**src/rtl/fetch_unit.sv**
```systemverilog
// Instruction-fetch stage: owns the fetch PC, issues word requests to imem and
// buffers in-order responses as {PC, IR} for the IF/ID register.
module fetch_unit #(
  parameter logic [31:0] RESET_PC = 32'h0000_0000,
  parameter int unsigned FB_DEPTH = 2
) (
  input  logic        clk,
  input  logic        CLR,
  output logic        imem_req,
  output logic [31:0] imem_addr,
  input  logic        imem_gnt,
  input  logic        imem_rvalid,
  input  logic [31:0] imem_rdata,
  input  logic        EN,
  input  logic        redirect,
  input  logic [31:0] redirect_pc,
  output logic        Out,
  output logic [31:0] IR,
  output logic [31:0] PC,
  output logic        bb
);

  localparam int unsigned AW = $clog2(FB_DEPTH);
  localparam int unsigned CW = AW + 1;
  localparam logic [CW+1:0] DEPTH = (CW+2)'(FB_DEPTH);

  logic [31:0]   fetch_pc;
  logic [31:0]   pcq_mem [FB_DEPTH];
  logic [AW-1:0] pcq_rd, pcq_wr;
  logic [CW-1:0] pcq_cnt;
  logic [31:0]   ib_pc [FB_DEPTH];
  logic [31:0]   ib_ir [FB_DEPTH];
  logic [AW-1:0] ib_rd, ib_wr;
  logic [CW-1:0] ib_cnt;
  logic [CW-1:0] drop_cnt;
  logic [CW-1:0] drop_redir;
  logic [CW+1:0] used;
  logic          grant, accept, drop_rsp, pop, out_v;

  always_comb begin
    used     = (CW+2)'(pcq_cnt) + (CW+2)'(drop_cnt) + (CW+2)'(ib_cnt);
    imem_req = !CLR && !redirect && (used < DEPTH);
    grant    = imem_req && imem_gnt;
    drop_rsp = imem_rvalid && (drop_cnt != '0);
    accept   = imem_rvalid && (drop_cnt == '0) && (pcq_cnt != '0) && !redirect;
    out_v    = (ib_cnt != '0) && !redirect;
    pop      = EN && out_v;
    // Every outstanding request becomes a drop; a response landing in the
    // redirect cycle retires one of them (guarded against a stray response).
    drop_redir = drop_cnt + pcq_cnt;
    if (imem_rvalid && (drop_redir != '0))
      drop_redir = drop_redir - CW'(1);
  end

  assign imem_addr = fetch_pc;
  assign Out       = out_v;
  assign IR        = out_v ? ib_ir[ib_rd] : '0;
  assign PC        = out_v ? ib_pc[ib_rd] : '0;
  assign bb        = !out_v;

  // Storage arrays need no reset: validity is tracked by the counters.
  always_ff @(posedge clk) begin
    if (grant)
      pcq_mem[pcq_wr] <= fetch_pc;
    if (accept) begin
      ib_pc[ib_wr] <= pcq_mem[pcq_rd];
      ib_ir[ib_wr] <= imem_rdata;
    end
  end

  always_ff @(posedge clk or posedge CLR) begin
    if (CLR) begin
      fetch_pc <= {RESET_PC[31:2], 2'b00};
      pcq_rd   <= '0;
      pcq_wr   <= '0;
      pcq_cnt  <= '0;
      ib_rd    <= '0;
      ib_wr    <= '0;
      ib_cnt   <= '0;
      drop_cnt <= '0;
    end else if (redirect) begin
      fetch_pc <= {redirect_pc[31:2], 2'b00};
      pcq_rd   <= '0;
      pcq_wr   <= '0;
      pcq_cnt  <= '0;
      ib_rd    <= '0;
      ib_wr    <= '0;
      ib_cnt   <= '0;
      drop_cnt <= drop_redir;
    end else begin
      if (grant) begin
        pcq_wr   <= pcq_wr + AW'(1);
        fetch_pc <= fetch_pc + 32'd4;
      end
      if (accept) begin
        pcq_rd <= pcq_rd + AW'(1);
        ib_wr  <= ib_wr + AW'(1);
      end
      if (pop)
        ib_rd <= ib_rd + AW'(1);
      pcq_cnt <= pcq_cnt + CW'(grant) - CW'(accept);
      ib_cnt  <= ib_cnt + CW'(accept) - CW'(pop);
      if (drop_rsp)
        drop_cnt <= drop_cnt - CW'(1);
    end
  end

endmodule
```
**config.mk**
```make
export PLATFORM = sky130hd
export DESIGN_NAME = fetch_unit
export DESIGN_NICKNAME = d
export VERILOG_FILES = /design/src/rtl/fetch_unit.sv
export SDC_FILE = /design/constraint.sdc
export NUM_CORES = 1
export LEC_CHECK = 0
export CAP_MARGIN = 25
export CORE_UTILIZATION = 25
export DETAILED_ROUTE_END_ITERATION = 7
export GPL_TIMING_DRIVEN = 0
export SYNTH_ARGS = -nofsm -noshare
export SYNTH_HDL_FRONTEND = slang
export SYNTH_SLANG_ARGS = --single-unit
export TNS_END_PERCENT = 1
```
**constraint.sdc**
```tcl
create_clock -name clk -period 6.2 [get_ports clk]
set_input_delay 0.93 -clock clk [delete_from_list [all_inputs] [get_ports clk]]
set_output_delay 0.93 -clock clk [all_outputs]
set_load 0.01 [all_outputs]
```
==> results of run 1 <==
-- worst max-delay path: cells and delay by family --
family | cells | cell delay [ns]
buf+inv | 4 | 2.23
simple gates | 2 | 0.32
-- synthesized netlist by cell type, drive strengths merged, types with 5 or more instances --
| cell | n | area share (%) |
|---|---|---|
| nor2b | 13 | 0.87 |
| nand4 | 17 | 1.1 |
| nor2 | 80 | 3.2 |
| and3 | 6 | 0.40 |
| dfrtp | 40 | 11 |
| nand3 | 10 | 0.54 |
| nor3 | 9 | 0.48 |
| inv | 15 | 0.60 |
| nand2 | 42 | 1.7 |
| xnor2 | 11 | 1.0 |
| a21oi | 5 | 0.27 |
| or3 | 6 | 0.40 |
| o211ai | 6 | 0.54 |
| xor2 | 6 | 0.56 |
| mux2 | 30 | 3.6 |
| clkbuf | 20 | 0.80 |
| ha | 10 | 1.3 |
| o311ai | 9 | 0.84 |
| edfxtp | 184 | 59 |
| o21ai | 24 | 1.3 |
| buf | 13 | 0.70 |
| mux2i | 65 | 7.0 |
-- path summary, 6_finish.rpt --
kind / from / end / cells after the start
max in group asynchronous: CLR / imem_addr[12]$_DFFE_PP0P_ / 3
max reg2reg: pcq_cnt[1]$_DFF_PP0_ / pcq_cnt[1]$_DFF_PP0_ / 14
max: redirect / PC[24] / 6
min in group asynchronous: CLR / pcq_cnt[1]$_DFF_PP0_ / 2
min reg2reg: pcq_mem[1][18]$_DFFE_PP_ / ib_pc[1][18]$_DFFE_PP_ / 1
min: pcq_mem[1][18]$_DFFE_PP_ / ib_pc[1][18]$_DFFE_PP_ / 1
-- cells by family after synthesis --
| group | synth area share [%] |
|---|---|
| buffers and inverters | 2.101 |
| other | 0.04012 |
| adders and majority gates | 1.553 |
| xor gates and xnor gates | 1.593 |
| DFF | 69.82 |
| and+or+nand+nor | 10.45 |
| AOI/OAI and AO/OA | 3.868 |
| muxes | 10.57 |
-- sequential cells by signal, summed over array words and instances, names as in the netlist --
| register | count |
|---|---|
| ib_rd | 1 |
| pcq_rd | 1 |
| pcq_cnt | 2 |
| ib_cnt | 2 |
| ib_ir | 64 |
| pcq_wr | 1 |
| ib_wr | 1 |
| ib_pc | 60 |
| drop_cnt | 2 |
| imem_addr | 30 |
| pcq_mem | 60 |
-- per-layer routing --
layer / track usage (%) / wire length (um) / vias to the layer above
met5: 0 / 0 / -
met4: 2.916 / 340 / 0
met3: 3.316 / 1615 / 30
met2: 20.70 / 11610 / 187
met1: 16.69 / 10920 / 2955
li1: - / - / 2814
-- cell usage in the layout, fill, tap and decap left out, types with 3 or more instances in the layout --
cell type	Yosys	final
nand3_1	10	10
inv_1	14	13
dfrtp_1	40	40
bufinv_16	0	5
mux2i_1	65	65
nand3b_1	3	3
xor2_1	6	6
or3_1	6	6
nand2_1	42	42
and3_1	6	5
clkbuf_16	0	26
clkbuf_1	20	25
o311ai_1	3	3
edfxtp_1	184	184
clkdlybuf4s50_1	0	162
xnor2_1	11	11
nor2_1	80	78
buf_1	8	8
ha_1	10	10
a21oi_1	5	5
nor4_1	3	3
o21ai_0	23	23
conb_1	1	4
nor3_1	9	9
nor2b_1	13	13
mux2_2	30	30
a21o_1	4	4
o311ai_0	6	6
nand2b_1	4	4
o211ai_1	5	5
nand4_1	17	17
buf_4	4	4
buf_16	0	3
-- cell type report --
cell class	count	area [sq um]	share of cell area, %
Clock buffer	33	696.9	5.533
Clock inverter	12	190.2	1.510
Buffer	33	140.1	1.113
Multi-Input combinational cell	386	2655	21.08
Sequential cell	224	6526	51.82
Inverter	15	56.30	0.4470
Timing Repair Buffer	167	1744	13.85
Tap cell	468	585.6	4.649
-- stage by stage --
stage	utilization (%)	instances	cell area (sq um)
floorplan	-	658	9359
global placement	31.52	1288	11570
detailed placement	31.90	1293	11710
CTS	34.32	1338	12590
global route	34.32	1338	12590
finish	34.32	1338	12590
-- report_power, final --
group / internal [uW] / switching, uW / total (uW) / leakage (uW)
Sequential: 1710 / 71.7 / 1780 / 0.00216
Combinational: 219 / 223 / 441 / 0.00161
Clock: 997 / 587 / 1580 / 0.000431
Total: 2930 / 881 / 3810 / 0.00420
==> metrics.md, run 1 <==
| Metric | Value |
|---|---|
| Status | finished, final reports clean |
| First-pass GRT wire length | roughly 36 mm |
| Synth Instances | roughly 660 |
| YS warnings | 0 |
| Average vias per placed instance | between 4 and 5 |
| Slowest stage delay, CP | 0.64 ns |
| CTS clk-pin slew, worst paths | roughly 0.060 ns |
| Total gr overflow | 0 |
| Cts bufs inserted | 25 |
| Worst VDD drop | roughly 0.00012 V |
| Area grow syn2layout | 34.73% |
| RSZ-0062 raised after global routing | false |
| Max-slew violation count | 0 |
| Die height | between 150 and 200 um |
| Die area | roughly 38,000 sq um |
| Initial DRC count | approximately 350 |
| Hold Slack | 0.5588 ns |
| Ant diodes | 0 |
| Peak fanout along the critical path | 10 |
| Crit path cell chain | clkdlybuf4s50_1, or2_2, clkbuf_1, clkbuf_1, nor2_1, clkdlybuf4s50_1 |
| Core area | between 30,000 and 40,000 sq um |
| CTS Hold Bufs | 0 |
| Setup slack after layout | 1.775 ns |
| Clock Latency Late Sink | 0.52 ns |
| Antenna violations before repair | 0 |
| Crit Path Class | primary input to output pin |
| Final HPWL DP | 17.04 mm |
| Final Hold Fails | 0 |
| Crit-path slowest cell | clkbuf_1 |
| Final min period | between 4 and 5 ns |
| # rows | 70 |
| First-pass DRT Iterations | 5 |
| Ports | roughly 170 |
| Layout net count | roughly 930 |
| P per Cell Area | about 300 nW/um^2 |
| H-tree Lvls | 1 |
| Most used DFF post-synth | edfxtp_1 |
| Clock net sink count | around 220 |
| Lkg Pwr | around 0.0042 uW |
| Post-Syn Area | just over 9000 sq um |
| Worst-Margin Slew | ~0.95 ns |
| Seq/Total Area, Yosys | a little over two thirds |
| Post-Route WL | between 20 and 25 mm |
| Syn avg cell area | 14.27 sq um |
| Vias in the first global route | between 5,000 and 6,000 |
| Part of the cycle the worst path needs | a little under three quarters |
| Port Buffers | 162 |
| Setup TNS | 0 ns |
| ANT nets after route | 0 |
| CTS tree | yes |
| Root Buffer | clkbuf_16 |
| CP arrival | ~3.5 ns |
| GRT Overall Usage | 12.65% |
| HP Class | flip-flop to flip-flop |
| Final Wtd Congestion | about 0.77 |
| WL per Instance | 18.29 um |
| Post-synth EDFFs | 184 |
| Yosys reg bits | ~220 |
| Fmax achieved | about 0.23 GHz |
| Starting Density | around 25% |
| Crit path required time | 5.27 ns |
| Headroom to the max-slew limit | a little under two fifths |
| CP endpoint kind | output pin |
| Post-cts resize count | 0 |
| Maxcap violations | 0 |
| Synth unique cells | 49 |
| R2R Setup Slk | 2.20 ns |
| Die X | between 150 and 200 um |
| Fill count | ~3,600 |
| Routed vias | around 6,000 |
| Share of cells above drive strength 1 | just over 10% |
| # setup viols final | 0 |
| DP Worst Slack | between 1.5 and 2 ns |
| Post CTS Setup Buffer Count | 0 |
| Bufs on Longest Clock Path | 3 |
| Crit path launch type | primary input |
| Ys async rst share | roughly 18% |
| Largest net degree at the start of global routing | 43 |
| # DRC | 0 |
| Overall power | about 3800 uW |
| Final clock skew | around 0.012 ns |
No activity file was read; power rests on OpenSTA's default activity.
==> run 2, diff against run 1 <==
==> constraint.sdc (replaced) <==
create_clock -name clk -period 4.4 [get_ports clk]
set_input_delay 0.66 -clock clk [delete_from_list [all_inputs] [get_ports clk]]
set_output_delay 0.66 -clock clk [all_outputs]
set_load 0.01 [all_outputs]
==> results of run 2 <==
The final DEF is identical to that of run 1. Status: finished, final reports clean.
Main changes from that run: setup slack after placement 1.639 ns -> 0.3790 ns; setup slack after layout 1.775 ns -> 0.3971 ns; hold slack 0.5588 ns -> 0.4642 ns; start point of the critical path redirect -> pcq_cnt[1]$_DFF_PP0_; end point of the critical path PC[24] -> pcq_cnt[1]$_DFF_PP0_; register-to-register setup slack 2.20 ns -> 0.40 ns; total power 3808 uW -> 5366 uW; worst IR drop on VDD 0.0001243 V -> 0.0001751 V
